<file path="config.mk">
export PLATFORM = sky130hd
export DESIGN_NAME = mem_access_unit
export DESIGN_NICKNAME = d
export VERILOG_FILES = /design/src/rtl/mem_access_unit.sv
export SDC_FILE = /design/constraint.sdc
export NUM_CORES = 1
export LEC_CHECK = 0
export ABC_AREA = 1
export CAP_MARGIN = 15
export CORE_MARGIN = 3
export CORE_UTILIZATION = 51
export CTS_CLUSTER_DIAMETER = 50
export DETAILED_ROUTE_END_ITERATION = 7
export HOLD_SLACK_MARGIN = 0.1
export PLACE_DENSITY = 0.92
export REMOVE_ABC_BUFFERS = 1
export SLEW_MARGIN = 20
export SYNTH_ARGS = -nofsm -noshare
export SYNTH_HDL_FRONTEND = slang
export SYNTH_SLANG_ARGS = --single-unit
</file>
<file path="constraint.sdc">
create_clock -name clk -period 3.49 [get_ports clk]
set_input_delay 0.5235 -clock clk [delete_from_list [all_inputs] [get_ports clk]]
set_output_delay 0.5235 -clock clk [all_outputs]
set_load 0.02 [all_outputs]
</file>
<file path="src/rtl/mem_access_unit.sv">
// mem_access_unit: MEM stage of the 5-stage MIPS pipeline.
// Runs LB/LH/LW/SB/SH/SW over a req/ack data bus, steers byte lanes,
// sign-extends loads and registers the write-back bundle into WB.
// Misaligned accesses and bus timeouts are reported as one-cycle pulses.
module mem_access_unit #(
  parameter int TIMEOUT_CYCLES = 255
) (
  input  logic        clk,
  input  logic        rst,
  input  logic [4:0]  wd_i,
  input  logic        wreg_i,
  input  logic [31:0] wdata_i,
  input  logic [7:0]  aluop_i,
  input  logic [31:0] mem_addr_i,
  input  logic [31:0] reg2_i,
  input  logic [31:0] pc_i,
  output logic        data_req_o,
  output logic        data_we_o,
  output logic [3:0]  data_be_o,
  output logic [31:0] data_addr_o,
  output logic [31:0] data_wdata_o,
  input  logic [31:0] data_rdata_i,
  input  logic        data_ack_i,
  output logic [4:0]  wd_o,
  output logic        wreg_o,
  output logic [31:0] wdata_o,
  output logic [31:0] pc_o,
  output logic        stallreq_o,
  output logic        align_err_o,
  output logic        bus_err_o,
  output logic [31:0] bad_addr_o
);

  localparam logic [7:0] ALU_OP_LB = 8'hE0;
  localparam logic [7:0] ALU_OP_LH = 8'hE1;
  localparam logic [7:0] ALU_OP_LW = 8'hE3;
  localparam logic [7:0] ALU_OP_SB = 8'hE8;
  localparam logic [7:0] ALU_OP_SH = 8'hE9;
  localparam logic [7:0] ALU_OP_SW = 8'hEB;

  localparam logic [1:0] S_IDLE   = 2'd0;
  localparam logic [1:0] S_ACCESS = 2'd1;

  // Last ACCESS cycle index before the access is abandoned.
  localparam logic [7:0] TIMEOUT_LAST = 8'(TIMEOUT_CYCLES - 1);

  logic [1:0]  r_state;
  logic [7:0]  r_count;
  logic [7:0]  r_aluOp;
  logic [31:0] r_addr;
  logic [31:0] r_reg2;
  logic [4:0]  r_wd;
  logic        r_wreg;
  logic [31:0] r_pc;

  logic        w_isMem;
  logic        w_misaligned;
  logic        w_start;
  logic        w_inAccess;
  logic        w_timeoutHit;
  logic        w_accLoad;
  logic        w_accStore;
  logic [3:0]  w_be;
  logic [31:0] w_wdata;
  logic [7:0]  w_loadByte;
  logic [15:0] w_loadHalf;
  logic [31:0] w_loadData;

  // Decode the incoming EX op and decide whether a bus access starts this cycle.
  always_comb begin
    w_isMem      = 1'b0;
    w_misaligned = 1'b0;
    case (aluop_i)
      ALU_OP_LB, ALU_OP_SB: w_isMem = 1'b1;
      ALU_OP_LH, ALU_OP_SH: begin
        w_isMem      = 1'b1;
        w_misaligned = mem_addr_i[0];
      end
      ALU_OP_LW, ALU_OP_SW: begin
        w_isMem      = 1'b1;
        w_misaligned = (mem_addr_i[1:0] != 2'b00);
      end
      default: ;
    endcase
    w_inAccess   = (r_state == S_ACCESS);
    w_start      = (r_state == S_IDLE) && w_isMem && !w_misaligned;
    w_timeoutHit = w_inAccess && !data_ack_i && (r_count == TIMEOUT_LAST);
    w_accLoad    = (r_aluOp == ALU_OP_LB) || (r_aluOp == ALU_OP_LH) || (r_aluOp == ALU_OP_LW);
    w_accStore   = (r_aluOp == ALU_OP_SB) || (r_aluOp == ALU_OP_SH) || (r_aluOp == ALU_OP_SW);
  end

  // Byte-lane steering of the latched store; loads always read the full word.
  always_comb begin
    w_be    = 4'b1111;
    w_wdata = r_reg2;
    case (r_aluOp)
      ALU_OP_SB: begin
        w_be    = 4'b0001 << r_addr[1:0];
        w_wdata = {4{r_reg2[7:0]}};
      end
      ALU_OP_SH: begin
        w_be    = r_addr[1] ? 4'b1100 : 4'b0011;
        w_wdata = {2{r_reg2[15:0]}};
      end
      default: ;
    endcase
  end

  // Pick the addressed byte/half out of the returned word and sign-extend it.
  always_comb begin
    case (r_addr[1:0])
      2'd0:    w_loadByte = data_rdata_i[7:0];
      2'd1:    w_loadByte = data_rdata_i[15:8];
      2'd2:    w_loadByte = data_rdata_i[23:16];
      default: w_loadByte = data_rdata_i[31:24];
    endcase
    w_loadHalf = r_addr[1] ? data_rdata_i[31:16] : data_rdata_i[15:0];
    case (r_aluOp)
      ALU_OP_LB: w_loadData = {{24{w_loadByte[7]}}, w_loadByte};
      ALU_OP_LH: w_loadData = {{16{w_loadHalf[15]}}, w_loadHalf};
      default:   w_loadData = data_rdata_i;
    endcase
  end

  // Bus outputs come from the latched request and are forced to zero outside ACCESS.
  assign data_req_o   = w_inAccess;
  assign data_we_o    = w_inAccess && w_accStore;
  assign data_be_o    = w_inAccess ? w_be : 4'b0000;
  assign data_addr_o  = w_inAccess ? {r_addr[31:2], 2'b00} : 32'h0;
  assign data_wdata_o = w_inAccess ? w_wdata : 32'h0;
  assign stallreq_o   = w_start || (w_inAccess && !data_ack_i && !w_timeoutHit);

  // Access FSM: latch the EX bundle on start, count wait cycles, leave on ack or timeout.
  always_ff @(posedge clk) begin
    if (!rst) begin
      r_state <= S_IDLE;
      r_count <= 8'd0;
      r_aluOp <= 8'd0;
      r_addr  <= 32'h0;
      r_reg2  <= 32'h0;
      r_wd    <= 5'd0;
      r_wreg  <= 1'b0;
      r_pc    <= 32'h0;
    end else if (w_start) begin
      r_state <= S_ACCESS;
      r_count <= 8'd0;
      r_aluOp <= aluop_i;
      r_addr  <= mem_addr_i;
      r_reg2  <= reg2_i;
      r_wd    <= wd_i;
      r_wreg  <= wreg_i;
      r_pc    <= pc_i;
    end else if (w_inAccess) begin
      if (data_ack_i || w_timeoutHit) begin
        r_state <= S_IDLE;
      end else begin
        r_count <= r_count + 8'd1;
      end
    end else begin
      r_state <= S_IDLE;
    end
  end

  // Write-back bundle and error pulses; wreg_o is held low for every stalled cycle.
  always_ff @(posedge clk) begin
    if (!rst) begin
      wd_o        <= 5'd0;
      wreg_o      <= 1'b0;
      wdata_o     <= 32'h0;
      pc_o        <= 32'h0;
      align_err_o <= 1'b0;
      bus_err_o   <= 1'b0;
      bad_addr_o  <= 32'h0;
    end else begin
      align_err_o <= 1'b0;
      bus_err_o   <= 1'b0;
      if (w_inAccess) begin
        if (data_ack_i) begin
          wd_o    <= r_wd;
          wreg_o  <= w_accLoad ? r_wreg : 1'b0;
          wdata_o <= w_accLoad ? w_loadData : 32'h0;
          pc_o    <= r_pc;
        end else if (w_timeoutHit) begin
          wreg_o     <= 1'b0;
          pc_o       <= r_pc;
          bus_err_o  <= 1'b1;
          bad_addr_o <= r_addr;
        end else begin
          wreg_o <= 1'b0;
        end
      end else if (w_isMem) begin
        wreg_o <= 1'b0;
        if (w_misaligned) begin
          wd_o        <= wd_i;
          pc_o        <= pc_i;
          align_err_o <= 1'b1;
          bad_addr_o  <= mem_addr_i;
        end
      end else begin
        wd_o    <= wd_i;
        wreg_o  <= wreg_i;
        wdata_o <= wdata_i;
        pc_o    <= pc_i;
      end
    end
  end

endmodule

</file>
Word-level counts from Yosys, hierarchy flattened
Index checks and enable logic that the tools add are counted.
- bits in registers: 223
- input bits: 177
- logic and storage cells: 112
- shifts and indexed selects: 1
- bitwise logic cells: 4
- eq/ne operators: 22
- reductions and logical operators: 31
- $add $sub $neg: 1
- multiplexer cells: 38
- operators with widths (kind ; number):
    2-to-1 mux 32 bit ; 16
    one-hot mux 32 bit (2 select lines) ; 2
    == test 8 bit, second input constant ; 13
    one-hot mux 8 bit (3 select lines) ; 1
    2-to-1 mux 5 bit ; 4
    2-to-1 mux 16 bit ; 1
    2-to-1 mux 1 bit ; 10
    adder 8 x 1 -> 8 bit, second input constant ; 1
    2-to-1 mux 4 bit ; 2
    one-hot mux 4 bit (2 select lines) ; 1
    AND reduction 2 bit ; 4
    logical AND 1 bit ; 6
    logical OR 1 bit ; 6
    != test 3 x 2 -> 1 bit, second input constant ; 2
    nonzero test 2 bit ; 3
    OR reduction 2 bit ; 3
    OR reduction 3 bit ; 2
    OR reduction 6 bit ; 1
    zero test 2 bit ; 2
    != test 2 x 1 -> 1 bit, second input constant ; 2
    != test 2 bit, second input constant ; 2
    inverter 1 bit ; 4
    AND reduction 4 bit ; 1
    << shifter 1 x 2 -> 4 bit, first input constant ; 1
    5 further kinds ; 7

Longest topological paths before layout
Gate-level depths: netlist of run 1.
- depth in word-level cells: 7
- mapped depth: 11
- depth with buffers taken out: 9

Worst setup path after synthesis of run 1
Ideal clock, no wire load.
- path kind: flip-flop to output port
- from: reg r_state[0]
- to: out data_wdata_o[11]
- slack: 1.246 ns
- data arrival time: 1.721 ns
- stages on the path, launching flop included: 7
- data required time: 2.967 ns
- path through: dfxtp_1 buf_4 buf_2 buf_2 clkbuf_1 nand3_1 a21oi_1
- word-level cells in the longest chain between the ends: 1
- RTL lines (item ; line ; source):
    start, declared ; 47 ; logic [1:0] r_state;
    start signal, assigned ; 136 ; r_state <= S_IDLE;
    start signal, assigned ; 145 ; r_state <= S_ACCESS;
    start signal, assigned ; 155 ; r_state <= S_IDLE;
    2-to-1 mux 32 bit ; 130 ; assign data_wdata_o = w_inAccess ? w_wdata : 32'h0;
    end, declared ; 21 ; output logic [31:0] data_wdata_o,
No other way between the ends.

Final worst setup path of run 1
- from: reg r_aluOp[5]
- to: out data_wdata_o[10]
- word-level cells in the longest chain between the ends: 3
- elaborated cells between the ends (all ways): 4
- RTL lines (item ; line ; source):
    start, declared ; 49 ; logic [7:0] r_aluOp;
    start signal, assigned ; 147 ; r_aluOp <= aluop_i;
    == test 8 bit ; 96 ; case (r_aluOp)
    one-hot mux 32 bit (2 select lines) (*) ; 96 ;
    2-to-1 mux 32 bit (*) ; 130 ;
Mark *: on every way between the ends. The rest lies on a longest branch, timed or not.

==> reports/qor.txt, run 1 <==
WL final -> 41100 µm
Clock share of power -> 46.6%
CP Launch Type -> flip-flop
Commonest non-fill, non-tap cell in the layout -> nand2_1
Power per cell area -> 404 nW/µm²
Worst-skew pair later-pin latency -> 0.54 ns
Crit path required time -> 2.97 ns
Initial antenna violation count -> 1
Combinational share of power -> 11.2%
Max Fclk -> 305 MHz
PortBufs -> 349
Worst slew margin -> 38.9%
Wire per inst -> 18.5 µm
Filler cell count -> 1594
Synthesized area -> 11100 µm²
Most frequent cells in the layout -> nand2_1 (466), clkdlybuf4s50_1 (348), a21oi_1 (278)
Die area -> 23600 µm²
Total GRT Usage -> 32.6%
Synthesis Warnings -> 0
Crit Path Max Fanout -> 22
Fin Setup TNS -> 0 ns
Final Max Tran Viols -> 0
Cells after synthesis -> 1644
Leakage power -> 0.00596 µW
Routed Antenna Nets -> 0
Worst Path Arrival -> 2.75 ns
Critical path endpoint category -> primary output
Min Hold Slack -> 0.309 ns
Starting DRT DRC Count -> 1133
Area delta synth->final -> 40.2%
Final Skew -> 0.0219 ns
Share of cells above drive strength 1 -> 5.29%
Switching share of total power -> 24.0%
Endpoints failing setup -> 0
First-pass GRT wire length -> 64000 µm
CTS Hold Bufs -> 0
Placement Cell Area -> 14600 µm²
Worst-Margin Slew -> 0.917 ns
Yosys reg bits -> 223
Rows -> 53
Setup bufs post-CTS -> 0
CTS tree -> yes
Post-synthesis cell type count -> 36
Die height -> 154 µm
MaxCap Viol Count -> 0
Starting Density -> 52.4%
Core ar. -> 21200 µm²
Post-route cell area -> 15600 µm²
Footprint of the multi-input gates -> 5660 µm²
Sink Count -> 223
Final net count -> 2106
Initial DRT Pass Iterations -> 6
Worst VDD drop -> 0.401 mV
TritonCTS buffer count -> 26
Post-route DRC violation count -> 0
PostCTS Resize Cnt -> 0
Status -> completed
IO Pins -> 352
Clk root buf -> clkbuf_16
Tightest Hold Check Type -> input pin to flip-flop
RD Place Congestion -> 0.928
Via count -> 12800
Largest net degree at the start of global routing -> 95
Mean post-synth cell area -> 6.76 µm²
Register area -> 4470 µm²
Clock Pin Slew Worst Setup and Hold Paths -> 0.06 ns
Internal power -> 4780 µW
GRT overflow -> 0
Vias in the first global route -> 12400
Switch Pwr -> 1510 µW
Register area share after synthesis -> 40.2%
Htree depth -> 1
Final period util -> 93.8%
Chip width -> 154 µm
Seq pwr share -> 42.2%
Crit path time final -> 3.27 ns
CTS max path bufs -> 3
Avg Vias per Cell -> 5.74
Pwr Total -> 6290 µW
RSZ-0062 raised after global routing -> false
Final Hold Vio Count -> 0
Post-DP HPWL -> 27200 µm
CP Class -> flip-flop to primary output
[layer usage]
layer / vias to the layer above / track usage, % / share of wire (%)
met5: - / 0 / 0
met4: 0 / 14.8 / 4.9
met3: 134 / 8.30 / 11
met2: 807 / 56.1 / 48
met1: 5890 / 38.3 / 37
li1: 5933 / - / -
[synth_stat cells]
cell type	n	share of area (%)
buf_6	7	0.71
o21ai_1	7	0.32
clkbuf_2	1	0.045
buf_4	9	0.61
inv_1	89	3.0
a21oi_4	1	0.15
clkbuf_1	50	1.7
nor2_1	125	4.2
xor2_1	3	0.24
nand2_1	470	16
nor2_2	2	0.11
a21oi_1	278	13
ha_1	2	0.23
a21boi_0	4	0.27
nand3b_1	34	2.3
dfxtp_1	223	40
nor3_1	35	1.6
xnor2_1	1	0.079
mux2i_1	38	3.4
nor3_2	1	0.090
nand3_4	1	0.16
inv_2	8	0.27
or2_0	1	0.056
nor2_4	3	0.30
a31oi_1	3	0.17
o21ai_0	44	2.0
or2_2	1	0.056
nand3_1	124	5.6
conb_1	1	0.034
o21a_1	3	0.20
nand4_1	4	0.23
buf_2	57	2.6
nand2_2	2	0.11
buf_1	5	0.17
o211ai_1	6	0.41
o22ai_1	1	0.056
[power groups by stage]
stage	Combinational, µW	Sequential, µW	Clock, µW
2_1_floorplan	198	2770	0
4_1_cts	698	2650	2960
6_report	705	2650	2930
3_3_place_gp	677	2700	0
5_1_grt	749	2660	3050
3_5_place_dp	689	2710	0
[registers in the layout (all words and copies together) (netlist names)]
| name | flops |
|---|---|
| wdata_o | 32 |
| r_state | 1 |
| align_err_o | 1 |
| r_wd | 5 |
| bad_addr_o | 32 |
| r_addr | 32 |
| r_count | 8 |
| r_wreg | 1 |
| wreg_o | 1 |
| r_reg2 | 32 |
| bus_err_o | 1 |
| pc_o | 32 |
| r_aluOp | 8 |
| r_pc | 32 |
| wd_o | 5 |
[logic make-up after synthesis]
family | count (synthesis) | synth area share (%)
DFF | 223 | 40.2
other | 1 | 0.0338
adders and majority gates | 2 | 0.225
xor gates and xnor gates | 4 | 0.315
and+or+nand+nor | 803 | 30.7
buffers and inverters | 226 | 9.07
AOI/OAI and AO/OA | 347 | 16.1
muxes | 38 | 3.42
[metrics by stage]
| stage | setup slack, ns | utilization (%) | instances |
|---|---|---|---|
| global placement | 0.534 | 69.0 | 2174 |
| detailed placement | 0.502 | 69.0 | 2174 |
| floorplan | -4.26 | - | 1516 |
| CTS | 0.159 | 73.4 | 2222 |
| finish | 0.216 | 73.4 | 2223 |
| global route | 0.0138 | 73.4 | 2223 |
[worst max-delay path: stages (launching register included)]
cell and delay (ns):
dfxtp_1 0.35, nand2_1 0.09, nor2_4 0.22, nand2_1 0.14
nor2_4 0.12, inv_2 0.21, buf_4 0.26, a21oi_1 0.15
clkdlybuf4s50_1 0.67
[final timing paths]
check | start | to | slack [ns] | cells after the start
max | r_aluOp[5] | data_wdata_o[10] | 0.22 | 8
min | rst | wdata_o[18] | 0.31 | 3
max reg2reg | r_state[0] | r_pc[30] | 1.10 | 6
min reg2reg | r_reg2[30] | r_reg2[30] | 0.46 | 2
[area by class of cell]
class	instances	share of cell area, %
sequential	223	28.7
tap	275	2.21
clock buffer	37	4.83
inverter	97	2.35
multi-input combinational	1196	36.3
antenna	1	0.0161
clock inverter	11	1.17
timing repair buffer	383	24.4
No activity file was read; power rests on OpenSTA's default activity.
==> run 2: changes to the inputs <==
- CORE_UTILIZATION: 51 -> 50
- PLACE_DENSITY: 0.92 -> 0.9
- SLEW_MARGIN: 20 -> 10
==> run 2 against run 1 <==
- sequential share of layout area grew 0.32 points
- count of clock-buffer cells in the layout up 2
- critical path depth increased by 1
- setup slack improved by 0.044 ns
- power decreased by 5.3%
- routed wire length fell by 3.7%
- non-clock buffer count shrank 12
- critical endpoint is now data_be_o[3]
- highest routed layer is now met5
==> reports/qor.txt, run 2 (synthesized netlist as in run 1, its figures left out) <==
Min Hold Slack -> 0.464 ns (+0.155 ns)
Setup bufs post-CTS -> 0 (unchanged)
Clock Pin Slew Worst Setup and Hold Paths -> 0.06 ns (about the same)
Worst-Margin Slew -> 1.09 ns (+0.170 ns)
Htree depth -> 1 (unchanged)
Vias in the first global route -> 11800 (-4.9%)
Max Fclk -> 310 MHz (+1.3%)
CTS Hold Bufs -> 0 (unchanged)
Wire per inst -> 17.9 µm (-3.1%)
CTS max path bufs -> 3 (unchanged)
CTS tree -> yes
First-pass GRT wire length -> 61600 µm (-3.7%)
Rows -> 53 (unchanged)
Avg Vias per Cell -> 5.58 (-2.8%)
Worst Path Arrival -> 2.71 ns (-0.04 ns)
Post-DP HPWL -> 26500 µm (-2.6%)
Worst reg2reg setup slack -> 1.23 ns (+0.13 ns)
Fin Setup TNS -> 0 ns (unchanged)
Post-route DRC violation count -> 0 (unchanged)
Final Max Tran Viols -> 0 (unchanged)
Die height -> 155 µm (+0.96%)
Leakage power -> 0.00585 µW (-1.8%)
Via count -> 12300 (-3.4%)
Largest net degree at the start of global routing -> 126 (+33%)
CP Class -> flip-flop to primary output
MaxCap Viol Count -> 0 (unchanged)
Crit Path Max Fanout -> 33 (+50%)
Crit path time final -> 3.23 ns (-0.0436 ns)
Worst slew margin -> 27.4% (-12 points)
IO Pins -> 352 (unchanged)
CP Launch Type -> flip-flop
RD Place Congestion -> 0.885 (-4.6%)
Initial antenna violation count -> 2 (+1)
TritonCTS buffer count -> 27 (+3.8%)
Area delta synth->final -> 38.6%
WL final -> 39600 µm (-3.7%)
Commonest non-fill, non-tap cell in the layout -> nand2_1
Power per cell area -> 387 nW/µm² (-4.3%)
Final Hold Vio Count -> 0 (unchanged)
Worst-skew pair later-pin latency -> 0.53 ns (about the same)
Routed Antenna Nets -> 0 (unchanged)
Crit path required time -> 2.97 ns (about the same)
Die area -> 24000 µm² (+1.9%)
Initial DRT Pass Iterations -> 6 (unchanged)
Worst VDD drop -> 0.375 mV (-6.5%)
Critical path endpoint category -> primary output
Final net count -> 2095 (-0.52%)
PortBufs -> 349 (unchanged)
Tightest Hold Check Type -> flip-flop to flip-flop
Clk root buf -> clkbuf_16
Starting Density -> 51.9% (-0.49 points)
Sink Count -> 223 (unchanged)
GRT overflow -> 0 (unchanged)
Chip width -> 155 µm (+0.96%)
RSZ-0062 raised after global routing -> false
Final Skew -> 0.0102 ns (-0.0117 ns)
Share of cells above drive strength 1 -> 4.45% (-0.84 points)
Total GRT Usage -> 30.9% (-1.7 points)
Min setup slack post-route -> 0.259 ns (+0.0436 ns)
Most frequent cells in the layout -> nand2_1 (467), clkdlybuf4s50_1 (348), a21oi_1 (278)
Pre-CTS setup slack -> 0.429 ns (-0.0735 ns)
Core ar. -> 21400 µm² (+0.94%)
Status -> completed
Endpoints failing setup -> 0 (unchanged)
Starting DRT DRC Count -> 1032 (-8.9%)
Final period util -> 92.6% (-1.2 points)
[run 2: critical path, cell delays in order, from the launching register on]
cell             delay [ns]
dfxtp_1                0.30
inv_1                  0.05
nand2_1                0.10
nor2_4                 0.07
nand2_1                0.12
nor2_4                 0.05
inv_4                  0.32
a21oi_1                0.12
a21oi_1                0.36
clkdlybuf4s50_1        0.69
[run 2: routing by layer]
layer	vias to the layer above	wire (µm)	track usage, %
li1	5895	-	-
met1	5727	15000	36.8
met2	616	19200	53.8
met3	85	4100	9.12
met4	2	1300	9.34
met5	-	13	0
[run 2: worst paths after layout]
| check | from | depth (start not counted) | to |
|---|---|---|---|
| worst min-delay path | r_wd[4] | 2 | r_wd[4] |
| worst min register to register | r_wd[4] | 2 | r_wd[4] |
| worst max-delay path | r_aluOp[4] | 9 | data_be_o[3] |
| worst max register to register | r_state[0] | 9 | pc_o[25] |
[run 2: cell type report]
class	instances	area, µm²
Tap cell	275	344
Timing Repair Buffer	371	3730
Multi-Input combinational cell	1196	5660
Inverter	97	369
Antenna cell	2	5.00
Sequential cell	223	4470
Fill cell	1622	6020
Clock inverter	6	46.3
Clock buffer	39	781
[run 2: where the power goes]
group,total [µW],internal (µW),switching (µW)
Sequential,2650,2610,41.0
Combinational,696,358,338
Clock,2610,1540,1070
[run 2: what timing repair did]
item,4_1_cts,5_1_grt
hold endpoints to repair,0,0
setup endpoints to repair,0,2
gates resized for setup,0,2
[run 2: stage by stage]
step	utilization, %	area, µm²	total power [µW]	cells
finish	71.9	15400	5960	2209
detailed placement	68.0	14600	3390	2162
floorplan	-	10500	2970	1516
CTS	71.9	15400	5970	2207
global placement	68.0	14600	3380	2162
global route	71.9	15400	6140	2208
